==> src/rtl/sal_ddr_pkg.sv <==
// Shared types for the per-bank DRAM controller: bank states, command encoding, defaults.
// Width macros fall back to local defaults when the build does not provide them.
`ifndef AXI_ID_WIDTH
`define AXI_ID_WIDTH 4
`endif
`ifndef DRAM_RA_WIDTH
`define DRAM_RA_WIDTH 14
`endif
`ifndef DRAM_CA_WIDTH
`define DRAM_CA_WIDTH 10
`endif
`ifndef DRAM_BA_WIDTH
`define DRAM_BA_WIDTH 3
`endif
`ifndef DRAM_ADDR_WIDTH
`define DRAM_ADDR_WIDTH 14
`endif
`ifndef T_RCD_WIDTH
`define T_RCD_WIDTH 4
`endif
`ifndef T_RP_WIDTH
`define T_RP_WIDTH 4
`endif
`ifndef T_RAS_WIDTH
`define T_RAS_WIDTH 6
`endif
`ifndef T_RFC_WIDTH
`define T_RFC_WIDTH 8
`endif
`ifndef T_RTP_WIDTH
`define T_RTP_WIDTH 4
`endif
`ifndef T_WTP_WIDTH
`define T_WTP_WIDTH 4
`endif

package sal_ddr_pkg;

  typedef enum logic [2:0] {
    BK_CLOSED      = 3'd0,
    BK_ACTIVATING  = 3'd1,
    BK_OPEN        = 3'd2,
    BK_COLUMN      = 3'd3,
    BK_PRECHARGING = 3'd4,
    BK_REFRESHING  = 3'd5
  } bk_state_e;

  typedef enum logic [2:0] {
    CMD_NOP = 3'd0,
    CMD_ACT = 3'd1,
    CMD_RD  = 3'd2,
    CMD_WR  = 3'd3,
    CMD_PRE = 3'd4,
    CMD_REF = 3'd5
  } bk_cmd_e;

  localparam int SAL_CA_STEP = 4;

endpackage

==> src/rtl/sal_bk_timer.sv <==
// Loadable saturating down-counter: a load of t leaves the counter at max(t,1)-1,
// so zero rises exactly t cycles after the loading cycle.
module sal_bk_timer #(
  parameter int W = 4
) (
  input  logic         clk,
  input  logic         rst_n,
  input  logic         load,
  input  logic [W-1:0] value,
  output logic         zero
);

  logic [W-1:0] cnt_r;

  // Count register: load on issue, then decrement and hold at zero.
  always_ff @(posedge clk or negedge rst_n) begin
    if (!rst_n) begin
      cnt_r <= '0;
    end else if (load) begin
      cnt_r <= (value == '0) ? '0 : value - W'(1);
    end else if (cnt_r != '0) begin
      cnt_r <= cnt_r - W'(1);
    end else begin
      cnt_r <= cnt_r;
    end
  end

  assign zero = (cnt_r == '0);

endmodule

==> src/rtl/sal_bank_ctrl.sv <==
// Per-bank open-page controller: holds one burst request, sequences ACT/RD/WR/PRE/REF
// under bank-local timing. Define SAL_BK_AUTO_PRE_EN for closed-page auto precharge.
module sal_bank_ctrl
  import sal_ddr_pkg::*;
#(
  parameter int BANK_ID = 0,
  parameter int CA_STEP = SAL_CA_STEP
) (
  input  logic                        clk,
  input  logic                        rst_n,
  input  logic                        req_valid,
  output logic                        req_ready,
  input  logic [`AXI_ID_WIDTH-1:0]    req_id,
  input  logic [`DRAM_RA_WIDTH-1:0]   req_ra,
  input  logic [`DRAM_CA_WIDTH-1:0]   req_ca,
  input  logic [3:0]                  req_len,
  input  logic                        req_wr,
  input  logic [`T_RCD_WIDTH-1:0]     t_rcd,
  input  logic [`T_RP_WIDTH-1:0]      t_rp,
  input  logic [`T_RAS_WIDTH-1:0]     t_ras,
  input  logic [`T_RFC_WIDTH-1:0]     t_rfc,
  input  logic [`T_RTP_WIDTH-1:0]     t_rtp,
  input  logic [`T_WTP_WIDTH-1:0]     t_wtp,
  input  logic                        ref_due,
  output logic                        act_req,
  output logic                        rd_req,
  output logic                        wr_req,
  output logic                        pre_req,
  output logic                        ref_req,
  input  logic                        act_gnt,
  input  logic                        rd_gnt,
  input  logic                        wr_gnt,
  input  logic                        pre_gnt,
  input  logic                        ref_gnt,
  output logic [`DRAM_BA_WIDTH-1:0]   ba,
  output logic [`DRAM_ADDR_WIDTH-1:0] addr,
  output logic [`AXI_ID_WIDTH-1:0]    cur_id
);

  localparam int AW  = `DRAM_ADDR_WIDTH;
  localparam int CAW = `DRAM_CA_WIDTH;
  localparam int BAW = `DRAM_BA_WIDTH;

  bk_state_e                  state_r, state_s;
  bk_cmd_e                    cmd_s;
  logic                       hold_r, wr_r, ref_pend_r;
  logic [`AXI_ID_WIDTH-1:0]   id_r;
  logic [`DRAM_RA_WIDTH-1:0]  ra_r, row_r;
  logic [CAW-1:0]             ca_r;
  logic [3:0]                 cnt_r;
  logic rcd_zero_s, rp_zero_s, ras_zero_s, rfc_zero_s, rtp_zero_s, wtp_zero_s;
  logic closed_like_s, open_like_s, hit_s, pre_ok_s, want_pre_s, last_s, accept_s;
  logic act_issue_s, rd_issue_s, wr_issue_s, pre_issue_s, ref_issue_s, col_issue_s;

  sal_bk_timer #(.W(`T_RCD_WIDTH)) u_rcd (.clk(clk), .rst_n(rst_n), .load(act_issue_s), .value(t_rcd), .zero(rcd_zero_s));
  sal_bk_timer #(.W(`T_RAS_WIDTH)) u_ras (.clk(clk), .rst_n(rst_n), .load(act_issue_s), .value(t_ras), .zero(ras_zero_s));
  sal_bk_timer #(.W(`T_RP_WIDTH))  u_rp  (.clk(clk), .rst_n(rst_n), .load(pre_issue_s), .value(t_rp),  .zero(rp_zero_s));
  sal_bk_timer #(.W(`T_RFC_WIDTH)) u_rfc (.clk(clk), .rst_n(rst_n), .load(ref_issue_s), .value(t_rfc), .zero(rfc_zero_s));
  sal_bk_timer #(.W(`T_RTP_WIDTH)) u_rtp (.clk(clk), .rst_n(rst_n), .load(rd_issue_s),  .value(t_rtp), .zero(rtp_zero_s));
  sal_bk_timer #(.W(`T_WTP_WIDTH)) u_wtp (.clk(clk), .rst_n(rst_n), .load(wr_issue_s),  .value(t_wtp), .zero(wtp_zero_s));

  // Waiting states whose timer has expired behave like the state they lead to,
  // so the next command goes out on the very cycle the timer reaches zero.
  always_comb begin
    closed_like_s = 1'b0;
    open_like_s   = 1'b0;
    case (state_r)
      BK_CLOSED:         closed_like_s = 1'b1;
      BK_PRECHARGING:    closed_like_s = rp_zero_s;
      BK_REFRESHING:     closed_like_s = rfc_zero_s;
      BK_ACTIVATING:     open_like_s   = rcd_zero_s;
      BK_OPEN, BK_COLUMN: open_like_s  = 1'b1;
      default: begin
        closed_like_s = 1'b0;
        open_like_s   = 1'b0;
      end
    endcase
  end

  // Command selection; commands are mutually exclusive by construction.
  always_comb begin
    hit_s    = hold_r && (row_r == ra_r);
    pre_ok_s = ras_zero_s && rtp_zero_s && wtp_zero_s;
`ifdef SAL_BK_AUTO_PRE_EN
    want_pre_s = !hit_s;
`else
    want_pre_s = hold_r ? !hit_s : ref_pend_r;
`endif
    cmd_s = CMD_NOP;
    if (closed_like_s) begin
      if (hold_r) begin
        cmd_s = CMD_ACT;
      end else if (ref_pend_r) begin
        cmd_s = CMD_REF;
      end else begin
        cmd_s = CMD_NOP;
      end
    end else if (open_like_s) begin
      if (hit_s) begin
        cmd_s = wr_r ? CMD_WR : CMD_RD;
      end else if (want_pre_s && pre_ok_s) begin
        cmd_s = CMD_PRE;
      end else begin
        cmd_s = CMD_NOP;
      end
    end else begin
      cmd_s = CMD_NOP;
    end
  end

  assign act_req = (cmd_s == CMD_ACT);
  assign rd_req  = (cmd_s == CMD_RD);
  assign wr_req  = (cmd_s == CMD_WR);
  assign pre_req = (cmd_s == CMD_PRE);
  assign ref_req = (cmd_s == CMD_REF);

  assign act_issue_s = act_req && act_gnt;
  assign rd_issue_s  = rd_req  && rd_gnt;
  assign wr_issue_s  = wr_req  && wr_gnt;
  assign pre_issue_s = pre_req && pre_gnt;
  assign ref_issue_s = ref_req && ref_gnt;
  assign col_issue_s = rd_issue_s || wr_issue_s;
  assign last_s      = (cnt_r == 4'd0);

  assign req_ready = (closed_like_s || open_like_s) && !hold_r && !ref_pend_r;
  assign accept_s  = req_valid && req_ready;
  assign ba        = BAW'(BANK_ID);
  assign cur_id    = id_r;

  // Address mux: row for ACT, current column for RD/WR, zero otherwise.
  always_comb begin
    addr = '0;
    case (cmd_s)
      CMD_ACT:        addr = AW'(ra_r);
      CMD_RD, CMD_WR: addr = AW'(ca_r);
      default:        addr = '0;
    endcase
  end

  // Next-state logic.
  always_comb begin
    state_s = state_r;
    case (state_r)
      BK_CLOSED, BK_PRECHARGING, BK_REFRESHING: begin
        if (act_issue_s) begin
          state_s = BK_ACTIVATING;
        end else if (ref_issue_s) begin
          state_s = BK_REFRESHING;
        end else if (closed_like_s) begin
          state_s = BK_CLOSED;
        end else begin
          state_s = state_r;
        end
      end
      BK_ACTIVATING, BK_OPEN, BK_COLUMN: begin
        if (!open_like_s) begin
          state_s = state_r;
        end else if (pre_issue_s) begin
          state_s = BK_PRECHARGING;
        end else if (col_issue_s && last_s) begin
          state_s = BK_OPEN;
        end else if (hit_s) begin
          state_s = BK_COLUMN;
        end else begin
          state_s = BK_OPEN;
        end
      end
      default: state_s = BK_CLOSED;
    endcase
  end

  // State, held request, open row and refresh-pending registers.
  always_ff @(posedge clk or negedge rst_n) begin
    if (!rst_n) begin
      state_r    <= BK_CLOSED;
      hold_r     <= 1'b0;
      wr_r       <= 1'b0;
      id_r       <= '0;
      ra_r       <= '0;
      row_r      <= '0;
      ca_r       <= '0;
      cnt_r      <= 4'd0;
      ref_pend_r <= 1'b0;
    end else begin
      state_r <= state_s;
      if (accept_s) begin
        hold_r <= 1'b1;
        wr_r   <= req_wr;
        id_r   <= req_id;
        ra_r   <= req_ra;
        ca_r   <= req_ca;
        cnt_r  <= req_len;
      end else if (col_issue_s) begin
        hold_r <= !last_s;
        ca_r   <= ca_r + CAW'(CA_STEP);
        cnt_r  <= last_s ? 4'd0 : cnt_r - 4'd1;
      end else begin
        hold_r <= hold_r;
      end
      if (act_issue_s) begin
        row_r <= ra_r;
      end else begin
        row_r <= row_r;
      end
      if (ref_issue_s) begin
        ref_pend_r <= 1'b0;
      end else if (ref_due) begin
        ref_pend_r <= 1'b1;
      end else begin
        ref_pend_r <= ref_pend_r;
      end
    end
  end

endmodule
==> config.mk <==
export PLATFORM = sky130hd
export DESIGN_NAME = sal_bank_ctrl
export DESIGN_NICKNAME = d
export VERILOG_FILES = /design/src/rtl/sal_ddr_pkg.sv /design/src/rtl/sal_bk_timer.sv /design/src/rtl/sal_bank_ctrl.sv
export SDC_FILE = /design/constraint.sdc
export NUM_CORES = 1
export LEC_CHECK = 0
export BUFFER_PORTS_ARGS = -buffer_cell sky130_fd_sc_hd__buf_4
export CORE_MARGIN = 2
export CORE_UTILIZATION = 56
export DETAILED_ROUTE_END_ITERATION = 16
export PLACE_DENSITY = 0.86
export SYNTH_ARGS = -nofsm -noshare
export SYNTH_HDL_FRONTEND = slang
export SYNTH_SLANG_ARGS = --single-unit
export TNS_END_PERCENT = 30
==> constraint.sdc <==
create_clock -name clk -period 3 [get_ports clk]
set_input_delay 0.15 -clock clk [delete_from_list [all_inputs] [get_ports clk]]
set_output_delay 0.15 -clock clk [all_outputs]
set_load 0.01 [all_outputs]
==> run_summary.xml, run 1 <==
<?xml version="1.0" encoding="UTF-8"?>
<metrics>
  <group name="run_status">
    <metric name="outcome" unit="">complete, but fails checks</metric>
    <metric name="violations_in_the_final_reports" unit="">hold timing</metric>
  </group>
  <group name="layout">
    <metric name="antenna-diode-count" unit="">0</metric>
    <metric name="finalInstanceArea" unit="um2">6000</metric>
    <metric name="post_route_cells_drive_above_1_share" unit="%">24.7</metric>
    <metric name="area_used_by_multi_input_combinational_logic" unit="um2">2710</metric>
    <metric name="finalNetCount" unit="">714</metric>
    <metric name="syn_to_final_growth" unit="%">20.4</metric>
    <metric name="sequential_cell_area" unit="um2">2050</metric>
    <metric name="fillerInstances" unit="">659</metric>
  </group>
  <group name="synthesis">
    <metric name="synth.distinct_cells" unit="">58</metric>
    <metric name="synth_top_flop_cell" unit="">dfrtp_1</metric>
    <metric name="netlist_top_cells_count" unit="">dfrtp_1, nand2_1, nor2_1</metric>
    <metric name="syn_area" unit="um2">4980</metric>
    <metric name="post_synth_inst_count" unit="">532</metric>
    <metric name="share_of_async_settable_or_async_resettable_flops_after_synthesis" unit="%">100</metric>
    <metric name="yosysWarningCount" unit="">0</metric>
    <metric name="synth-seq-area-share" unit="%">41.2</metric>
    <metric name="edff_count_synth" unit="">0</metric>
    <metric name="synth_top_cell_area_share" unit="%">41.2</metric>
    <metric name="synth_largest_area_cell" unit="">dfrtp_1</metric>
    <metric name="yosysMostFrequentCell" unit="">dfrtp_1</metric>
    <metric name="netlist_top_cells_area" unit="">dfrtp_1, nand2_1, mux2_2</metric>
    <metric name="synth_area_per_cell" unit="um2">9.37</metric>
    <metric name="register_bit_total_from_synthesis" unit="">82</metric>
  </group>
  <group name="global_routing">
    <metric name="grt_pass1_wl" unit="mm">19.6</metric>
    <metric name="antenna_violations_before_repair" unit="">0</metric>
    <metric name="grt_pass1_vias" unit="">4290</metric>
    <metric name="grt_start_max_net_pins" unit="">83</metric>
    <metric name="globalRouteTotalUtil" unit="%">24.6</metric>
    <metric name="gr-total-overflow" unit="">0</metric>
  </group>
  <group name="critical_path">
    <metric name="worst-path-buf-inv" unit="">3</metric>
    <metric name="timing.critical_path.to_type" unit="">primary output</metric>
    <metric name="timing.critical_path.fanout_max" unit="">15</metric>
    <metric name="cp_slowest_stage_delay" unit="ns">0.47</metric>
    <metric name="criticalPathCategory" unit="">register to primary output</metric>
    <metric name="slowest_stage" unit="">or3b_1</metric>
    <metric name="critPathMostFrequentCell" unit="">buf_4</metric>
    <metric name="start_kind" unit="">register</metric>
    <metric name="cp.arrival" unit="ns">2.57</metric>
    <metric name="top_family_by_delay_on_critical_path" unit="">simple AND/OR/NAND/NOR gates</metric>
    <metric name="timing.critical_path.required" unit="ns">2.85</metric>
    <metric name="crit_chain" unit="">inv_1 &gt; ha_1 &gt; or3b_1 &gt; a211oi_4 &gt; nor2_1 &gt; nor2_2 &gt; buf_4 &gt; a22o_1 &gt; buf_4</metric>
  </group>
  <group name="clock_tree">
    <metric name="cts_tree" unit="">yes</metric>
    <metric name="worst_skew_pair.late_latency" unit="ns">0.35</metric>
    <metric name="clock_tree.buffer_depth" unit="">2</metric>
    <metric name="cts_buffers" unit="">9</metric>
    <metric name="cts_sinks" unit="">82</metric>
    <metric name="cts_resized" unit="">0</metric>
    <metric name="cts.reportedPaths.clkPinSlew" unit="ns">0.08</metric>
    <metric name="clk_root_buffer_cell" unit="">clkbuf_8</metric>
    <metric name="cts-htree-levels" unit="">3</metric>
  </group>
  <group name="placement">
    <metric name="placed_cell_area" unit="um2">5770</metric>
    <metric name="hpwlAfterDp" unit="mm">8.50</metric>
    <metric name="port_buffers" unit="">95</metric>
    <metric name="gpl.final_weighted_congestion" unit="">0.896</metric>
  </group>
  <group name="run">
    <metric name="cap_viol_max_count" unit="">0</metric>
  </group>
  <group name="sta">
    <metric name="maxSlewViolCount" unit="">0</metric>
    <metric name="worst_slew_pin_slew" unit="ns">1.01</metric>
    <metric name="final_period_minus_worst_setup_slack" unit="ns">2.72</metric>
    <metric name="slew_headroom" unit="%">32.7</metric>
    <metric name="report.final.hold_viol_count" unit="">51</metric>
    <metric name="setup-tns-final" unit="ns">0</metric>
    <metric name="setup_repair_after_global_routing_missed_its_margin" unit="">false</metric>
    <metric name="fmax" unit="MHz">368</metric>
    <metric name="finalClockSkew" unit="ns">0.00874</metric>
    <metric name="setup-violations-final" unit="">0</metric>
    <metric name="holdWs" unit="ns">-0.0526</metric>
    <metric name="final.period_utilization" unit="%">90.7</metric>
  </group>
  <group name="floorplan">
    <metric name="placement_rows" unit="">34</metric>
    <metric name="dieArea" unit="um2">9670</metric>
    <metric name="top_level_ports" unit="">99</metric>
    <metric name="die_height" unit="um">98.3</metric>
    <metric name="die-width" unit="um">98.3</metric>
    <metric name="floorplan.initialDensity" unit="%">57.4</metric>
    <metric name="core_area" unit="um2">8680</metric>
  </group>
  <group name="pwr">
    <metric name="total_leakage_power" unit="nW">2.82</metric>
    <metric name="internal_power" unit="W">0.00326</metric>
    <metric name="ir_drop" unit="uV">411</metric>
    <metric name="combinational_cell_fraction_of_total_power" unit="%">46.2</metric>
    <metric name="power_density_cells" unit="nW/um2">915</metric>
    <metric name="total_switching_power" unit="W">0.00224</metric>
    <metric name="power_frac_clock" unit="%">15.2</metric>
    <metric name="switching_share" unit="%">40.7</metric>
    <metric name="power_frac_seq" unit="%">38.6</metric>
  </group>
  <group name="drt">
    <metric name="drc" unit="">0</metric>
    <metric name="vias_per_cell" unit="">5.86</metric>
    <metric name="route.vias.total" unit="">4337</metric>
    <metric name="drt_first_pass_iters" unit="">7</metric>
    <metric name="routed_wl" unit="mm">11.6</metric>
    <metric name="dr.first_iter.drc_count" unit="">244</metric>
    <metric name="antenna_left" unit="">0</metric>
    <metric name="drt-wirelength-per-cell" unit="um">15.7</metric>
  </group>
  <group name="worst_hold_path">
    <metric name="path_category_of_the_worst_min_delay_check" unit="">input port to async pin</metric>
  </group>
</metrics>
flip-flops by register name, summed over array words and instances (netlist names):
name and cells:
ra_r 14, row_r 14, ca_r 10, u_rfc.cnt_r 8, u_ras.cnt_r 6, cnt_r 4, cur_id 4, u_rcd.cnt_r 4
u_rp.cnt_r 4, u_rtp.cnt_r 4, u_wtp.cnt_r 4, state_r 3, hold_r 1, ref_pend_r 1, wr_r 1
cell families (layout without fill, tap and decap cells):
kind of cell	after synthesis	in the layout	share of synthesized area [%]
adder cells (fa/ha/maj)	14	14	3.51
flip-flops	82	82	41.2
AND/OR/NAND/NOR	208	208	21.6
XOR/XNOR	34	34	5.97
buffers and inverters	51	149	4.72
multiplexers	38	38	8.33
AO/OA/AOI/OAI	104	104	14.6
other	1	3	0.0752
layout by cell type (no fill, tap or decap), types with 3 or more instances in the layout:
cell,instances
nor2_1,32
nor3b_1,7
o31a_1,6
xnor2_1,27
nand4_1,6
conb_1,3
buf_4,106
nand3b_1,3
o21ai_0,23
and2_1,7
clkbuf_8,12
o41ai_1,4
or3_1,10
nor2b_1,3
a31oi_1,8
nor4_1,3
nand2_1,67
o31ai_1,12
dfrtp_1,82
nor3_1,21
xor2_1,7
mux2_2,22
nand3_1,20
or4_1,4
a22o_1,10
o211ai_1,3
or2_2,3
nand4b_1,3
ha_1,14
a21oi_1,22
o22a_1,3
or4b_2,3
mux2i_1,10
inv_1,27
mux2_1,6
o21a_1,3
worst paths after layout:
path                                      startpoint                         end  slack, ns  cells past startpoint
min reg2reg                     row_r[5]$_DFFE_PN0N_        row_r[5]$_DFFE_PN0N_       0.50                      2
min                                            rst_n        ra_r[13]$_DFFE_PN0P_      -0.05                      1
max                        u_rp.cnt_r[0]$_DFFE_PN0P_                     addr[1]       0.28                      9
max reg2reg                u_rp.cnt_r[0]$_DFFE_PN0P_  u_rfc.cnt_r[7]$_DFFE_PN0P_       0.43                      8
max in group asynchronous                      rst_n       cur_id[3]$_DFFE_PN0P_       2.38                      1
min in group clk                             ref_due      ref_pend_r$_DFFE_PN0P_          0                      2
worst register-to-register path: stages, from the launching register on:
cell and delay, ns:
dfrtp_1 0.36, inv_1 0.11, ha_1 0.22, or3b_1 0.47
a211oi_4 0.28, buf_4 0.16, o2111ai_2 0.39, nor3b_1 0.38
a21oi_1 0.06
metal layers:
metal,global-route usage (%),share of wire (%),vias up
met2,41.7,50,149
li1,-,-,2089
met3,4.15,5.6,16
met5,0,0,-
met1,31.9,43,2083
met4,8.54,1.8,0
power by group through the flow:
| stage | logic, W | clock network [W] | registers, W |
|---|---|---|---|
| floorplan | 0.00184 | 0 | 0.00198 |
| global placement | 0.00236 | 0 | 0.00209 |
| detailed placement | 0.00249 | 0 | 0.00212 |
| CTS | 0.00251 | 0.000837 | 0.00210 |
| global route | 0.00286 | 0.000875 | 0.00219 |
| finish | 0.00254 | 0.000836 | 0.00212 |
metrics by stage:
stage	util, %	instances	worst slack [ns]	power (W)
finish	69.2	740	0.280	0.00549
CTS	69.0	738	0.118	0.00545
detailed placement	66.5	722	0.427	0.00461
global route	69.2	740	0.137	0.00592
floorplan	-	534	0.671	0.00383
global placement	66.5	722	0.574	0.00445
final cells by class:
class                   instances  share of cell area, %
inverters                      27                   1.69
repair buffers                107                   13.4
clock buffers                  13                   2.81
clock inverters                 2                  0.584
flip-flops and latches         82                   34.2
multi-input cells             401                   45.1
well taps                     108                   2.25
repair_timing:
action / CTS / global route
hold endpoints to repair: 1 / 0
setup buffers: 0 / 2
endpoints found under the setup margin: 0 / 10
hold buffers: 1 / 0
Note: power is estimated with default switching activity, not from simulation.
==> inputs of run 2 (changes only) <==
--- a/config.mk
+++ b/config.mk
@@ -8,6 +8,7 @@
 export BUFFER_PORTS_ARGS = -buffer_cell sky130_fd_sc_hd__buf_4
 export CORE_MARGIN = 2
 export CORE_UTILIZATION = 56
+export CTS_BUF_LIST = sky130_fd_sc_hd__clkbuf_4 sky130_fd_sc_hd__clkbuf_8 sky130_fd_sc_hd__clkbuf_16
 export DETAILED_ROUTE_END_ITERATION = 16
 export PLACE_DENSITY = 0.86
 export SYNTH_ARGS = -nofsm -noshare
==> run_summary.xml, run 2 (synthesis results as in run 1) <==
<?xml version="1.0" encoding="UTF-8"?>
<metrics>
  <group name="floorplan">
    <metric name="die-width" unit="um">98.3</metric>
    <metric name="placement_rows" unit="">34</metric>
    <metric name="top_level_ports" unit="">99</metric>
    <metric name="dieArea" unit="um2">9670</metric>
    <metric name="floorplan.initialDensity" unit="%">57.4</metric>
    <metric name="core_area" unit="um2">8680</metric>
    <metric name="die_height" unit="um">98.3</metric>
  </group>
  <group name="sta">
    <metric name="slew_headroom" unit="%">32.8</metric>
    <metric name="report.final.hold_viol_count" unit="">48</metric>
    <metric name="holdWs" unit="ns">-0.0545</metric>
    <metric name="final.period_utilization" unit="%">90.7</metric>
    <metric name="final_period_minus_worst_setup_slack" unit="ns">2.72</metric>
    <metric name="setup-tns-final" unit="ns">0</metric>
    <metric name="finalClockSkew" unit="ns">0.00842</metric>
    <metric name="fmax" unit="MHz">368</metric>
    <metric name="maxSlewViolCount" unit="">0</metric>
    <metric name="setup-violations-final" unit="">0</metric>
    <metric name="worst_slew_pin_slew" unit="ns">1.01</metric>
    <metric name="setup_repair_after_global_routing_missed_its_margin" unit="">false</metric>
  </group>
  <group name="clock_tree">
    <metric name="worst_skew_pair.late_latency" unit="ns">0.35</metric>
    <metric name="cts-htree-levels" unit="">3</metric>
    <metric name="cts_buffers" unit="">9</metric>
    <metric name="cts_resized" unit="">0</metric>
    <metric name="cts_tree" unit="">yes</metric>
    <metric name="clk_root_buffer_cell" unit="">clkbuf_8</metric>
    <metric name="cts.reportedPaths.clkPinSlew" unit="ns">0.08</metric>
    <metric name="cts_sinks" unit="">82</metric>
    <metric name="clock_tree.buffer_depth" unit="">2</metric>
  </group>
  <group name="critical_path">
    <metric name="setup.worst_path.start" unit="">u_rp.cnt_r[0]$_DFFE_PN0P_</metric>
    <metric name="ff2ff_setup_slack" unit="ns">0.42</metric>
    <metric name="crit_chain" unit="">inv_1 &gt; ha_1 &gt; or3b_1 &gt; a211oi_4 &gt; nor2_1 &gt; nor2_2 &gt; buf_4 &gt; a22o_1 &gt; buf_4</metric>
    <metric name="start_kind" unit="">register</metric>
    <metric name="cp_slowest_stage_delay" unit="ns">0.47</metric>
    <metric name="slowest_stage" unit="">or3b_1</metric>
    <metric name="cp.arrival" unit="ns">2.57</metric>
    <metric name="timing.critical_path.fanout_max" unit="">15</metric>
    <metric name="timing.critical_path.required" unit="ns">2.85</metric>
    <metric name="timing.critical_path.to_type" unit="">primary output</metric>
    <metric name="critPathMostFrequentCell" unit="">buf_4</metric>
    <metric name="criticalPathCategory" unit="">register to primary output</metric>
    <metric name="rr_startpoint" unit="">u_rp.cnt_r[0]$_DFFE_PN0P_</metric>
  </group>
  <group name="run">
    <metric name="cap_viol_max_count" unit="">0</metric>
  </group>
  <group name="pwr">
    <metric name="power_frac_clock" unit="%">15.3</metric>
    <metric name="internal_power" unit="W">0.00326</metric>
    <metric name="total_switching_power" unit="W">0.00223</metric>
    <metric name="combinational_cell_fraction_of_total_power" unit="%">46.1</metric>
    <metric name="power_density_cells" unit="nW/um2">915</metric>
    <metric name="total_leakage_power" unit="nW">2.83</metric>
    <metric name="ir_drop" unit="uV">415</metric>
    <metric name="power_frac_seq" unit="%">38.5</metric>
    <metric name="switching_share" unit="%">40.6</metric>
  </group>
  <group name="layout">
    <metric name="stdcell_count" unit="">740</metric>
    <metric name="post_route_cells_drive_above_1_share" unit="%">24.8</metric>
    <metric name="syn_to_final_growth" unit="%">20.5</metric>
    <metric name="commonest_non_fill_non_tap_cell_in_the_layout" unit="">buf_4</metric>
    <metric name="area_used_by_multi_input_combinational_logic" unit="um2">2710</metric>
    <metric name="fillerInstances" unit="">659</metric>
    <metric name="mostFrequentLayoutCells" unit="">buf_4, dfrtp_1, nand2_1</metric>
    <metric name="antenna-diode-count" unit="">0</metric>
    <metric name="sequential_cell_area" unit="um2">2050</metric>
    <metric name="finalNetCount" unit="">714</metric>
    <metric name="top_regs" unit="">ra_r (14), row_r (14), ca_r (10)</metric>
  </group>
  <group name="run_status">
    <metric name="violations_in_the_final_reports" unit="">hold timing</metric>
    <metric name="outcome" unit="">complete, but fails checks</metric>
  </group>
  <group name="placement">
    <metric name="gpl.final_weighted_congestion" unit="">0.896</metric>
    <metric name="dp.cells" unit="">722</metric>
    <metric name="port_buffers" unit="">95</metric>
    <metric name="hpwlAfterDp" unit="mm">8.50</metric>
  </group>
  <group name="drt">
    <metric name="vias_per_cell" unit="">5.86</metric>
    <metric name="drc" unit="">0</metric>
    <metric name="drt-wirelength-per-cell" unit="um">15.6</metric>
    <metric name="antenna_left" unit="">0</metric>
    <metric name="dr.first_iter.drc_count" unit="">239</metric>
    <metric name="route.vias.total" unit="">4337</metric>
    <metric name="routed_wl" unit="mm">11.5</metric>
    <metric name="drt_first_pass_iters" unit="">5</metric>
  </group>
  <group name="global_routing">
    <metric name="grt_start_max_net_pins" unit="">83</metric>
    <metric name="globalRouteTotalUtil" unit="%">24.6</metric>
    <metric name="grt_pass1_wl" unit="mm">19.6</metric>
    <metric name="gr-total-overflow" unit="">0</metric>
    <metric name="grt_pass1_vias" unit="">4294</metric>
    <metric name="antenna_violations_before_repair" unit="">0</metric>
  </group>
  <group name="worst_hold_path">
    <metric name="path_category_of_the_worst_min_delay_check" unit="">input port to async pin</metric>
  </group>
</metrics>
[run 2: cell count changes in the layout (fill, tap and decap cells not counted)]
cell and change:
clkbuf_1 -1, clkbuf_4 +1
[run 2: cell type report]
cell class / count / area share [%]
Clock buffer: 13 / 2.87
Clock inverter: 2 / 0.583
Inverter: 27 / 1.69
Multi-Input combinational cell: 401 / 45.0
Sequential cell: 82 / 34.2
Tap cell: 108 / 2.25
Timing Repair Buffer: 107 / 13.4
[run 2: power by group through the flow]
stage | registers [W] | logic, W | clock network (W)
after CTS | 0.00210 | 0.00251 | 0.000848
after detailed placement | 0.00212 | 0.00249 | 0
after global routing | 0.00219 | 0.00286 | 0.000885
after floorplan | 0.00198 | 0.00184 | 0
after global placement | 0.00209 | 0.00236 | 0
final | 0.00212 | 0.00254 | 0.000842
[run 2: path summary, 6_finish.rpt]
| path | end | cells after the start |
|---|---|---|
| worst max-delay path | addr[1] | 9 |
| worst min-delay path | ra_r[13]$_DFFE_PN0P_ | 1 |
| worst max register to register | u_rfc.cnt_r[7]$_DFFE_PN0P_ | 8 |
| worst min register to register | row_r[5]$_DFFE_PN0N_ | 2 |
| max in group asynchronous | cur_id[3]$_DFFE_PN0P_ | 1 |
| min in group clk | ra_r[12]$_DFFE_PN0P_ | 2 |
[run 2: per-stage QoR]
step                power [W]  hold slack [ns]  setup WS, ns  area (um2)  util, %
floorplan             0.00383           -0.146         0.671        4990        -
global placement      0.00445            0.339         0.574        5770     66.5
CTS                   0.00546         0.000304         0.118        5990     69.0
global route          0.00593           0.0125         0.106        6010     69.2
detailed placement    0.00461            0.335         0.427        5770     66.5
finish                0.00550          -0.0545         0.280        6010     69.2
[run 2: worst max-delay path, delay by kind of cell (launching register included)]
family	cells	cell delay (ns)
and+or+nand+nor	3	0.72
buffers and inverters	3	0.45
adders and majority gates	1	0.22
DFF	1	0.36
AOI/OAI and AO/OA	2	0.48
[run 2: routing by layer]
| metal | share of wire (%) | GRT usage, % | vias to the layer above | routed length (um) |
|---|---|---|---|---|
| li1 | - | - | 2089 | - |
| met1 | 42 | 31.9 | 2068 | 4870 |
| met2 | 50 | 41.8 | 161 | 5740 |
| met3 | 6.1 | 4.15 | 19 | 702 |
| met4 | 1.9 | 8.54 | 0 | 217 |
| met5 | 0 | 0 | - | 0 |
[run 2: timing repair]
item                       in CTS  in global routing
setup buffers                   0                  2
setup endpoints to repair       0                 10
hold endpoints to repair        1                  0
hold buffers                    1                  0
==> inputs of run 3 (changes only) <==
--- a/config.mk
+++ b/config.mk
@@ -10,7 +10,9 @@
 export CORE_UTILIZATION = 56
 export CTS_BUF_LIST = sky130_fd_sc_hd__clkbuf_4 sky130_fd_sc_hd__clkbuf_8 sky130_fd_sc_hd__clkbuf_16
 export DETAILED_ROUTE_END_ITERATION = 16
-export PLACE_DENSITY = 0.86
+export GPL_ROUTABILITY_DRIVEN = 0
+export PLACE_DENSITY = 0.9
+export SLEW_MARGIN = 20
 export SYNTH_ARGS = -nofsm -noshare
 export SYNTH_HDL_FRONTEND = slang
 export SYNTH_SLANG_ARGS = --single-unit
==> run_summary.xml, run 3 (synthesis results as in run 1) <==
<?xml version="1.0" encoding="UTF-8"?>
<metrics>
  <group name="pwr">
    <metric name="total_leakage_power" unit="nW">2.83</metric>
    <metric name="ir_drop" unit="uV">394</metric>
    <metric name="power_density_cells" unit="nW/um2">924</metric>
  </group>
  <group name="critical_path">
    <metric name="timing.critical_path.required" unit="ns">2.85</metric>
    <metric name="reg2reg_depth" unit="">7</metric>
    <metric name="worstSetupEndpoint" unit="">addr[1]</metric>
    <metric name="timing.critical_path.fanout_max" unit="">15</metric>
    <metric name="cp_slowest_stage_delay" unit="ns">0.47</metric>
    <metric name="rr_startpoint" unit="">u_rp.cnt_r[0]$_DFFE_PN0P_</metric>
    <metric name="critical_path_depth" unit="">9</metric>
    <metric name="timing.critical_path.to_type" unit="">primary output</metric>
    <metric name="setup.worst_path.start" unit="">u_rp.cnt_r[0]$_DFFE_PN0P_</metric>
    <metric name="timing.rr.end" unit="">u_rfc.cnt_r[7]$_DFFE_PN0P_</metric>
    <metric name="worst-path-buf-inv" unit="">3</metric>
    <metric name="slowest_stage" unit="">or3b_1</metric>
    <metric name="crit_chain" unit="">inv_1 &gt; ha_1 &gt; or3b_1 &gt; a211oi_4 &gt; nor2_1 &gt; nor2_4 &gt; buf_12 &gt; a22o_1 &gt; buf_4</metric>
    <metric name="cp.arrival" unit="ns">2.69</metric>
    <metric name="top_family_by_delay_on_critical_path" unit="">simple AND/OR/NAND/NOR gates</metric>
    <metric name="ff2ff_setup_slack" unit="ns">0.40</metric>
    <metric name="start_kind" unit="">register</metric>
    <metric name="criticalPathCategory" unit="">register to primary output</metric>
  </group>
  <group name="clock_tree">
    <metric name="cts.reportedPaths.clkPinSlew" unit="ns">0.08</metric>
    <metric name="clk_root_buffer_cell" unit="">clkbuf_8</metric>
    <metric name="worst_skew_pair.late_latency" unit="ns">0.36</metric>
    <metric name="clock_tree.buffer_depth" unit="">2</metric>
    <metric name="cts-htree-levels" unit="">3</metric>
    <metric name="cts_sinks" unit="">82</metric>
    <metric name="cts_tree" unit="">yes</metric>
    <metric name="cts_buffers" unit="">9</metric>
  </group>
  <group name="layout">
    <metric name="antenna-diode-count" unit="">0</metric>
    <metric name="post_route_cells_drive_above_1_share" unit="%">24.5</metric>
    <metric name="mostFrequentLayoutCells" unit="">buf_4, dfrtp_1, nand2_1</metric>
    <metric name="finalInstanceArea" unit="um2">6050</metric>
    <metric name="syn_to_final_growth" unit="%">21.4</metric>
    <metric name="finalNetCount" unit="">714</metric>
    <metric name="top_regs" unit="">ra_r (14), row_r (14), ca_r (10)</metric>
    <metric name="commonest_non_fill_non_tap_cell_in_the_layout" unit="">buf_4</metric>
    <metric name="stdcell_count" unit="">741</metric>
  </group>
  <group name="drt">
    <metric name="drt_first_pass_iters" unit="">6</metric>
    <metric name="vias_per_cell" unit="">5.95</metric>
    <metric name="route.vias.total" unit="">4410</metric>
    <metric name="antenna_left" unit="">0</metric>
    <metric name="dr.first_iter.drc_count" unit="">168</metric>
    <metric name="drc" unit="">0</metric>
    <metric name="routed_wl" unit="mm">11.7</metric>
    <metric name="drt-wirelength-per-cell" unit="um">15.8</metric>
  </group>
  <group name="sta">
    <metric name="fmax" unit="MHz">352</metric>
    <metric name="maxSlewViolCount" unit="">0</metric>
    <metric name="setup_repair_after_global_routing_missed_its_margin" unit="">false</metric>
    <metric name="report.final.hold_viol_count" unit="">0</metric>
    <metric name="final_period_minus_worst_setup_slack" unit="ns">2.84</metric>
    <metric name="slew_headroom" unit="%">48.2</metric>
    <metric name="finalClockSkew" unit="ns">0.0114</metric>
    <metric name="final.period_utilization" unit="%">94.7</metric>
    <metric name="setup-violations-final" unit="">0</metric>
    <metric name="setup-tns-final" unit="ns">0</metric>
    <metric name="holdWs" unit="ns">0.00814</metric>
    <metric name="worst_slew_pin_slew" unit="ns">0.777</metric>
  </group>
  <group name="worst_hold_path">
    <metric name="path_category_of_the_worst_min_delay_check" unit="">input port to register</metric>
  </group>
  <group name="placement">
    <metric name="placed_cell_area" unit="um2">5760</metric>
    <metric name="dp.cells" unit="">720</metric>
    <metric name="hpwlAfterDp" unit="mm">8.53</metric>
    <metric name="port_buffers" unit="">95</metric>
  </group>
  <group name="floorplan">
    <metric name="dieArea" unit="um2">9670</metric>
    <metric name="die-width" unit="um">98.3</metric>
    <metric name="floorplan.initialDensity" unit="%">57.4</metric>
    <metric name="top_level_ports" unit="">99</metric>
    <metric name="die_height" unit="um">98.3</metric>
    <metric name="core_area" unit="um2">8680</metric>
    <metric name="placement_rows" unit="">34</metric>
  </group>
  <group name="run">
    <metric name="cap_viol_max_count" unit="">0</metric>
  </group>
  <group name="global_routing">
    <metric name="grt_pass1_vias" unit="">4333</metric>
    <metric name="grt_start_max_net_pins" unit="">83</metric>
    <metric name="globalRouteTotalUtil" unit="%">24.6</metric>
    <metric name="antenna_violations_before_repair" unit="">0</metric>
    <metric name="gr-total-overflow" unit="">0</metric>
    <metric name="grt_pass1_wl" unit="mm">19.4</metric>
  </group>
  <group name="run_status">
    <metric name="outcome" unit="">complete, no violations</metric>
  </group>
</metrics>
==> run 3: cell types whose count changed in the layout (fill, tap and decap cells not counted), sizes merged <==
cell         change
buf              -3
dlygate4sd3      +3
clkbuf           -2
bufinv           +1
clkinv           +1
clkinvlp         +1
==> run 3: per-stage QoR <==
stage          util [%]  power (W)  setup WS [ns]
2_1_floorplan         -    0.00383          0.671
3_3_place_gp       66.4    0.00440          0.390
3_5_place_dp       66.4    0.00460          0.263
4_1_cts            69.4    0.00553         0.0437
5_1_grt            69.7    0.00598         0.0123
6_report           69.7    0.00559          0.158
==> run 3: cell type report <==
cell class / count / area [um2]
Fill cell: 661 / 2630
Inverter: 27 / 101
Timing Repair Buffer: 107 / 830
Clock buffer: 11 / 145
Multi-Input combinational cell: 401 / 2710
Tap cell: 108 / 135
Clock inverter: 5 / 77.6
Sequential cell: 82 / 2050
==> run 3: timing repair <==
| item | CTS | global route |
|---|---|---|
| hold endpoints to repair | 27 | 0 |
| buffers inserted | 0 | 1 |
| resized for setup | 1 | 0 |
| pin swaps | 0 | 2 |
| setup endpoints to repair | 15 | 14 |
| hold buffers | 4 | 0 |
| gates cloned | 0 | 0 |
==> run 3: worst min-delay path by stage <==
| stage | start | endpoint | depth (start not counted) |
|---|---|---|---|
| floorplan | rst_n | ca_r[0]$_DFFE_PN0P_ | 0 |
| global placement | pre_gnt | state_r[1]$_DFFE_PN0P_ | 2 |
| detailed placement | pre_gnt | state_r[1]$_DFFE_PN0P_ | 2 |
| CTS | req_ra[12] | ra_r[12]$_DFFE_PN0P_ | 2 |
| global route | req_ra[12] | ra_r[12]$_DFFE_PN0P_ | 2 |
| finish | req_ra[12] | ra_r[12]$_DFFE_PN0P_ | 2 |
==> run 3: metal layers <==
metal,GRT usage [%],vias to the layer above,wire (um)
met5,0,-,0
met2,41.4,159,5800
li1,-,2092,-
met4,11.4,0,299
met3,3.79,30,721
met1,31.2,2129,4890
==> run 3: where the power goes <==
part | internal [W] | switching [W]
Clock | 0.000498 | 0.000396
Sequential | 0.00161 | 0.000510
Combinational | 0.00119 | 0.00138
